<file path="config.mk">
export PLATFORM = sky130hd
export DESIGN_NAME = pipe_stage_ctrl
export DESIGN_NICKNAME = d
export VERILOG_FILES = /design/src/rtl/pipe_stage_ctrl.sv
export SDC_FILE = /design/constraint.sdc
export NUM_CORES = 1
export LEC_CHECK = 0
export ABC_AREA = 1
export CAP_MARGIN = 25
export CORE_MARGIN = 4
export CORE_UTILIZATION = 30
export DETAILED_ROUTE_END_ITERATION = 10
export GPL_TIMING_DRIVEN = 0
export SYNTH_ARGS = -nofsm -noshare
export SYNTH_HDL_FRONTEND = slang
export SYNTH_SLANG_ARGS = --single-unit
</file>
<file path="constraint.sdc">
create_clock -name clk -period 4.4 [get_ports clk]
set_clock_uncertainty 0.2 [all_clocks]
set_input_delay 0.88 -clock clk [delete_from_list [all_inputs] [get_ports clk]]
set_output_delay 0.88 -clock clk [all_outputs]
set_load 0.01 [all_outputs]
</file>
<file path="src/rtl/pipe_stage_ctrl.sv">
// pipe_stage_ctrl: per-stage valid tracking, stall/bubble/redirect
// strobes and perf counters for the in-order pipeline.
module pipe_stage_ctrl #(
  parameter int STAGES    = 5,
  parameter int REDIR_STG = 2,
  parameter int MEM_STG   = 3,
  parameter int CNT_W     = 32
) (
  input  logic              clk,
  input  logic              rstn_i,
  input  logic              fetch_valid_i,
  input  logic [STAGES-1:0] stall_req_i,
  input  logic              mem_busy_i,
  input  logic              redirect_i,
  input  logic              cnt_clr_i,
  output logic [STAGES-1:0] stage_valid_o,
  output logic [STAGES-1:0] stage_en_o,
  output logic [STAGES-1:0] stage_flush_o,
  output logic              retire_o,
  output logic [CNT_W-1:0]  retire_cnt_o,
  output logic [CNT_W-1:0]  stall_cnt_o,
  output logic [CNT_W-1:0]  flush_cnt_o
);

  if (STAGES < 3 || REDIR_STG < 1 || REDIR_STG > STAGES-2 ||
      MEM_STG < REDIR_STG || MEM_STG > STAGES-2) begin : g_bad_cfg
    $fatal(1, "pipe_stage_ctrl: illegal parameter set");
  end

  logic [STAGES-1:1] valid_q;
  logic [STAGES-1:0] valid;
  logic [STAGES-1:0] stall;
  logic [STAGES-1:0] en;
  logic [STAGES-1:0] flush;
  logic [STAGES-2:0] req;
  logic              redir_take;
  logic              unused_req;

  // writeback never stalls, so its request bit has no effect
  assign unused_req = stall_req_i[STAGES-1];

  always_comb begin
    req = stall_req_i[STAGES-2:0];
    req[MEM_STG] = req[MEM_STG] | mem_busy_i;
  end

  always_comb begin
    stall = '0;
    for (int s = STAGES-2; s >= 0; s--) begin
      stall[s] = req[s] | stall[s+1];
    end
  end

  assign valid = {valid_q, fetch_valid_i};

  assign redir_take = redirect_i & valid[REDIR_STG]
                    & ~stall[REDIR_STG];

  // a taken redirect overrides younger stalls and
  // squashes everything up to the resolving stage
  always_comb begin
    en    = '0;
    flush = '0;
    for (int s = 0; s < STAGES; s++) begin
      en[s] = ~stall[s] | (redir_take & (s <= REDIR_STG));
    end
    for (int s = 1; s < STAGES; s++) begin
      flush[s] = (redir_take & (s <= REDIR_STG))
               | (stall[s-1] & ~stall[s]);
    end
  end

  always_ff @(posedge clk or negedge rstn_i) begin
    if (!rstn_i) begin
      valid_q <= '0;
    end else begin
      for (int s = 1; s < STAGES; s++) begin
        if (flush[s]) begin
          valid_q[s] <= 1'b0;
        end else if (en[s]) begin
          valid_q[s] <= valid[s-1];
        end
      end
    end
  end

  always_ff @(posedge clk or negedge rstn_i) begin
    if (!rstn_i) begin
      retire_cnt_o <= '0;
    end else if (cnt_clr_i) begin
      retire_cnt_o <= '0;
    end else if (valid_q[STAGES-1]) begin
      retire_cnt_o <= retire_cnt_o + CNT_W'(1);
    end
  end

  always_ff @(posedge clk or negedge rstn_i) begin
    if (!rstn_i) begin
      stall_cnt_o <= '0;
    end else if (cnt_clr_i) begin
      stall_cnt_o <= '0;
    end else if (stall[0] & ~redir_take) begin
      stall_cnt_o <= stall_cnt_o + CNT_W'(1);
    end
  end

  always_ff @(posedge clk or negedge rstn_i) begin
    if (!rstn_i) begin
      flush_cnt_o <= '0;
    end else if (cnt_clr_i) begin
      flush_cnt_o <= '0;
    end else if (redir_take) begin
      flush_cnt_o <= flush_cnt_o + CNT_W'(1);
    end
  end

  assign stage_valid_o = valid;
  assign stage_en_o    = en;
  assign stage_flush_o = flush;
  assign retire_o      = valid_q[STAGES-1];

endmodule

</file>
; ---- After elaboration in Yosys (flattened, before gate mapping)
; Cells that the tools add are included.
[totals]
ff_bits = 100
input_bits = 11
output_inout_bits = 112
[classes]
add_sub_neg = 3
eq_ne = 1
muxes = 13
bitwise = 20
reduce_logical = 5
[ops]
columns = operator, count
row1 = 32-bit 2-to-1 mux, 6
row2 = 32-bit by 1-bit adder with 32-bit output (second input constant), 3
row3 = 2-bit nonzero test, 5
row4 = 1-bit OR, 9
row5 = 1-bit 2-to-1 mux, 7
row6 = 1-bit AND, 6
row7 = 1-bit NOT, 5
row8 = 2-bit != test (second input constant), 1

; ---- Longest topological paths before layout
[logic_depth]
word_depth = 8
ltp_mapped = 10
depth_no_buf = 10

; ---- Worst setup path before layout
; OpenSTA, ideal clock, no wires.
[synth_timing]
kind = input port to output port
from = input port mem_busy_i
to = output port stage_flush_o[1]
arrival_time_ps = 1675
t_required_ps = 3320
slack_ps = 1645
stages = 5
path_cell_list = nor2_4 -> nand2_2 -> nor2_1 -> inv_1 -> o21ai_0
[synth_via]
elab_chain_cells = 6
elab_cells_between_ends = 9
[synth_rtl]
columns = element, line_no
row1 = from (decl), 13  ; input logic mem_busy_i,
row2 = 1-bit OR (*), 44  ; req[MEM_STG] = req[MEM_STG] | mem_busy_i;
row3 = 1-bit OR (*), 50  ; stall[s] = req[s] | stall[s+1];
row4 = 1-bit OR, 50
row5 = 1-bit OR or 1-bit NOT (tied branches), "50, 69"
row6 = 1-bit AND, 69  ; | (stall[s-1] & ~stall[s]);
row7 = 1-bit OR (*), 69
row8 = to (decl), 18  ; output logic [STAGES-1:0] stage_flush_o,
; Mark *: on every way between the ends. The rest lies on a longest branch, timed or not.

; ---- Worst setup path after layout
[layout_timing]
from = input port mem_busy_i
to = output port stage_en_o[0]
[layout_via]
elab_chain_cells = 6
elab_cells_between_ends = 8
[layout_rtl]
columns = element, line_no
row1 = 1-bit OR (*), 44
row2 = 1-bit OR (*), 50
row3 = 1-bit OR (2 in a row), 50
row4 = 1-bit NOT, 65  ; en[s] = ~stall[s] | (redir_take & (s <= REDIR_STG));
row5 = 1-bit OR (*), 65
row6 = to (decl), 17  ; output logic [STAGES-1:0] stage_en_o,
; Marks and branches as above.

==> flow_metrics.py <==
metrics = {
    "floorplan": {
        "start_util_pct": 30.7,
        "dieArea_um2": 22500,
        "die_w_um": 150,
        "coreArea_um2": 19700,
        "die_h_um": 150,
        "row_count": 51,
        "design.portCount": 123,
    },
    "cts": {
        "clk_pin_slew_ns": 0.06,
        "htreeDepth": 3,
        "numCtsBuffers": 9,
        "cts_tree": "yes",
        "clk_latency_ns": 0.35,
        "cts-root-buf": "clkbuf_16",
        "clockBufferDepth": 2,
        "hold_buffers": 0,
        "cts_setup_buffers": 0,
        "cts.sink_count": 100,
        "ctsResizeCount": 0,
    },
    "detailed_routing": {
        "vias": 6149,
        "wl_per_cell_um": 13.8,
        "drt_iter0_markers": 298,
        "routed_wl_mm": 18.1,
        "drc": 0,
        "dr.pass1.iters": 5,
        "viasPerCell": 4.69,
        "antenna_left": 0,
    },
    "synth": {
        "synth-edff-count": 0,
        "syn_nets": 925,
        "synth-compound-area-share_pct": 7.30,
        "syn_area_um2": 6040,
        "async_flop_share_pct": 100,
        "seq_area_frac_synth_pct": 41.5,
        "yosysTopAreaCell": "dfrtp_1",
        "yosys-top-cells-area": "dfrtp_1 41%, nand2_1 15%, nor2_1 15%, inv_1 5.5%, nand3_1 5.3%",
        "synthSimpleGateAreaFrac_pct": 42.3,
        "synth_xor_xnor_area_share_pct": 0.145,
        "ys_types": 31,
        "synth_common_cells": "246 x nand2_1, 234 x nor2_1, 100 x dfrtp_1",
        "synth_top_family_by_area": "simple AND/OR/NAND/NOR gates",
        "syn_inst": 911,
        "ys_seq_elements": 100,
        "yosysMostFrequentCell": "nand2_1",
        "synth_top_area_share_pct": 41.5,
        "ys_warn_count": 0,
        "syn_area_per_cell_um2": 6.63,
        "muxShareOfSynthArea_pct": 0,
        "synthFlopType": "dfrtp_1",
        "synthAdderAreaFrac_pct": 0.622,
    },
    "worst_setup_path": {
        "crit_type": "input port to primary output",
        "cp-end-kind": "primary output",
        "critPathArrivalTime_ns": 2.81,
        "critPathRequiredTime_ns": 3.32,
        "path_max_fanout": 10,
        "start_kind": "input port",
    },
    "place": {
        "dp_hpwl_mm": 13.8,
        "dpl_cell_area_um2": 7570,
        "io_buffers": 118,
        "gp_congestion": 0.839,
        "dp.cells": 1295,
    },
    "grt": {
        "grt_max_degree": 64,
        "grt_antenna_before_repair": 0,
        "track_usage_pct": 16.4,
        "first_global_vias": 5863,
        "overflow": 0,
        "grt_pass1_wl_mm": 29.4,
    },
    "status": {
        "outcome": "completed",
    },
    "timing": {
        "fmax_mhz": 257,
        "rsz0062_at_grt": "false",
        "layout_min_cycle_time_ns": 3.89,
        "maxSlewViolCount": 0,
        "setup_viol": 0,
        "min_period_over_period_pct": 88.4,
        "hold_violations": 0,
        "worst_slew_pin_slew_ns": 0.818,
        "slew_headroom_pct": 45.5,
    },
    "final_layout": {
        "drive_above_1_share_pct": 5.26,
        "utilization_pct": 40.3,
        "finalNetCount": 1055,
        "synthToLayoutAreaGrowth_pct": 31.2,
        "instances_no_fill": 1311,
        "num_antenna_cells": 0,
        "design_area_um2": 7920,
    },
    "pwr": {
        "p_leak_nw": 3.26,
        "cellPowerDensity_nw_per_um2": 252,
        "peakVddDrop_v": 0.000175,
        "power.total_mw": 2.00,
    },
    "flow_run": {
        "drv_cap": 0,
    },
    "min_path": {
        "hold_path_class": "input port to async pin",
    },
}
## stage by stage
stage               setup slack (ns)  setup TNS, ns  hold slack [ns]
global placement               -1.99        -198.30            0.308
detailed placement             0.481              0            0.303
CTS                            0.482              0            0.322
finish                         0.511              0            0.311
global route                   0.409              0            0.344
floorplan                       1.64              0            0.330
## final cells by class
cell class | count | area (um^2)
fillers | 2130 | 11700
well taps | 265 | 332
repair buffers | 119 | 1210
clock inverters | 6 | 109
multi-input cells | 698 | 3050
clock buffers | 10 | 239
flip-flops and latches | 100 | 2500
plain buffers | 22 | 145
inverters | 91 | 342
## path summary, 6_finish.rpt
path / startpoint / end / slack [ns] / depth (start not counted)
setup / recovery: mem_busy_i / stage_en_o[0] / 0.51 / 7
hold / removal: rstn_i / retire_cnt_o[31] / 0.31 / 1
setup reg to reg: retire_cnt_o[0] / retire_cnt_o[18] / 2.41 / 8
hold reg to reg: valid_q[3] / valid_q[4] / 0.32 / 2
max in group asynchronous: rstn_i / flush_cnt_o[25] / 3.00 / 2
min in group clk: valid_q[3] / valid_q[4] / 0.32 / 2
## critical path, stage by stage
cell and delay [ns]:
clkdlybuf4s50_1 0.44, nor2_4 0.21, nand4_4 0.22, nand2_2 0.18, buf_6 0.17, buf_6 0.16
clkdlybuf4s50_1 0.54
## kinds of logic after synthesis
logic type	count (synthesis)
and+or+nand+nor	608
adders and majority gates	3
AOI/OAI and AO/OA	84
other	2
DFF	100
xor gates and xnor gates	1
buffers and inverters	113
## cells in the final DEF (no fill, tap or decap), types with 2 or more instances in the layout
cell             Yosys  final
nand2_1            246    246
nor2_1             234    234
clkdlybuf4s50_1      0    117
dfrtp_1            100    100
inv_1               89     89
nand3_1             64     64
a21oi_1             48     48
o21ai_0             24     24
nand4_1             20     20
nor3_1              20     20
clkbuf_16            0      9
nor2_2               8      8
nor2_4               7      7
clkbuf_1             7      7
buf_4                5      6
buf_6                5      5
buf_2                5      5
o21ai_1              4      4
nand2_2              3      3
nor3b_1              3      3
o21bai_1             3      3
ha_1                 3      3
bufinv_16            0      3
a21oi_2              2      2
conb_1               2      2
clkinv_2             0      2
## metal layers
| layer | up-vias | share of wire (%) | GRT usage, % |
|---|---|---|---|
| li1 | 3152 | - | - |
| met1 | 2818 | 47 | 21.9 |
| met2 | 157 | 46 | 27.0 |
| met3 | 22 | 5.3 | 3.63 |
| met4 | 0 | 1.5 | 4.48 |
| met5 | - | 0 | 0 |
## power by group
part / total [mW] / switching, mW / internal (mW)
sequential: 0.933 / 0.00828 / 0.925
clock: 0.942 / 0.370 / 0.572
combinational: 0.123 / 0.0758 / 0.0470
## state kept, by name, summed over array words and instances, names as in the netlist
signal        count
valid_q           4
flush_cnt_o      32
stall_cnt_o      32
retire_cnt_o     32
No activity file was read; power rests on OpenSTA's default activity.
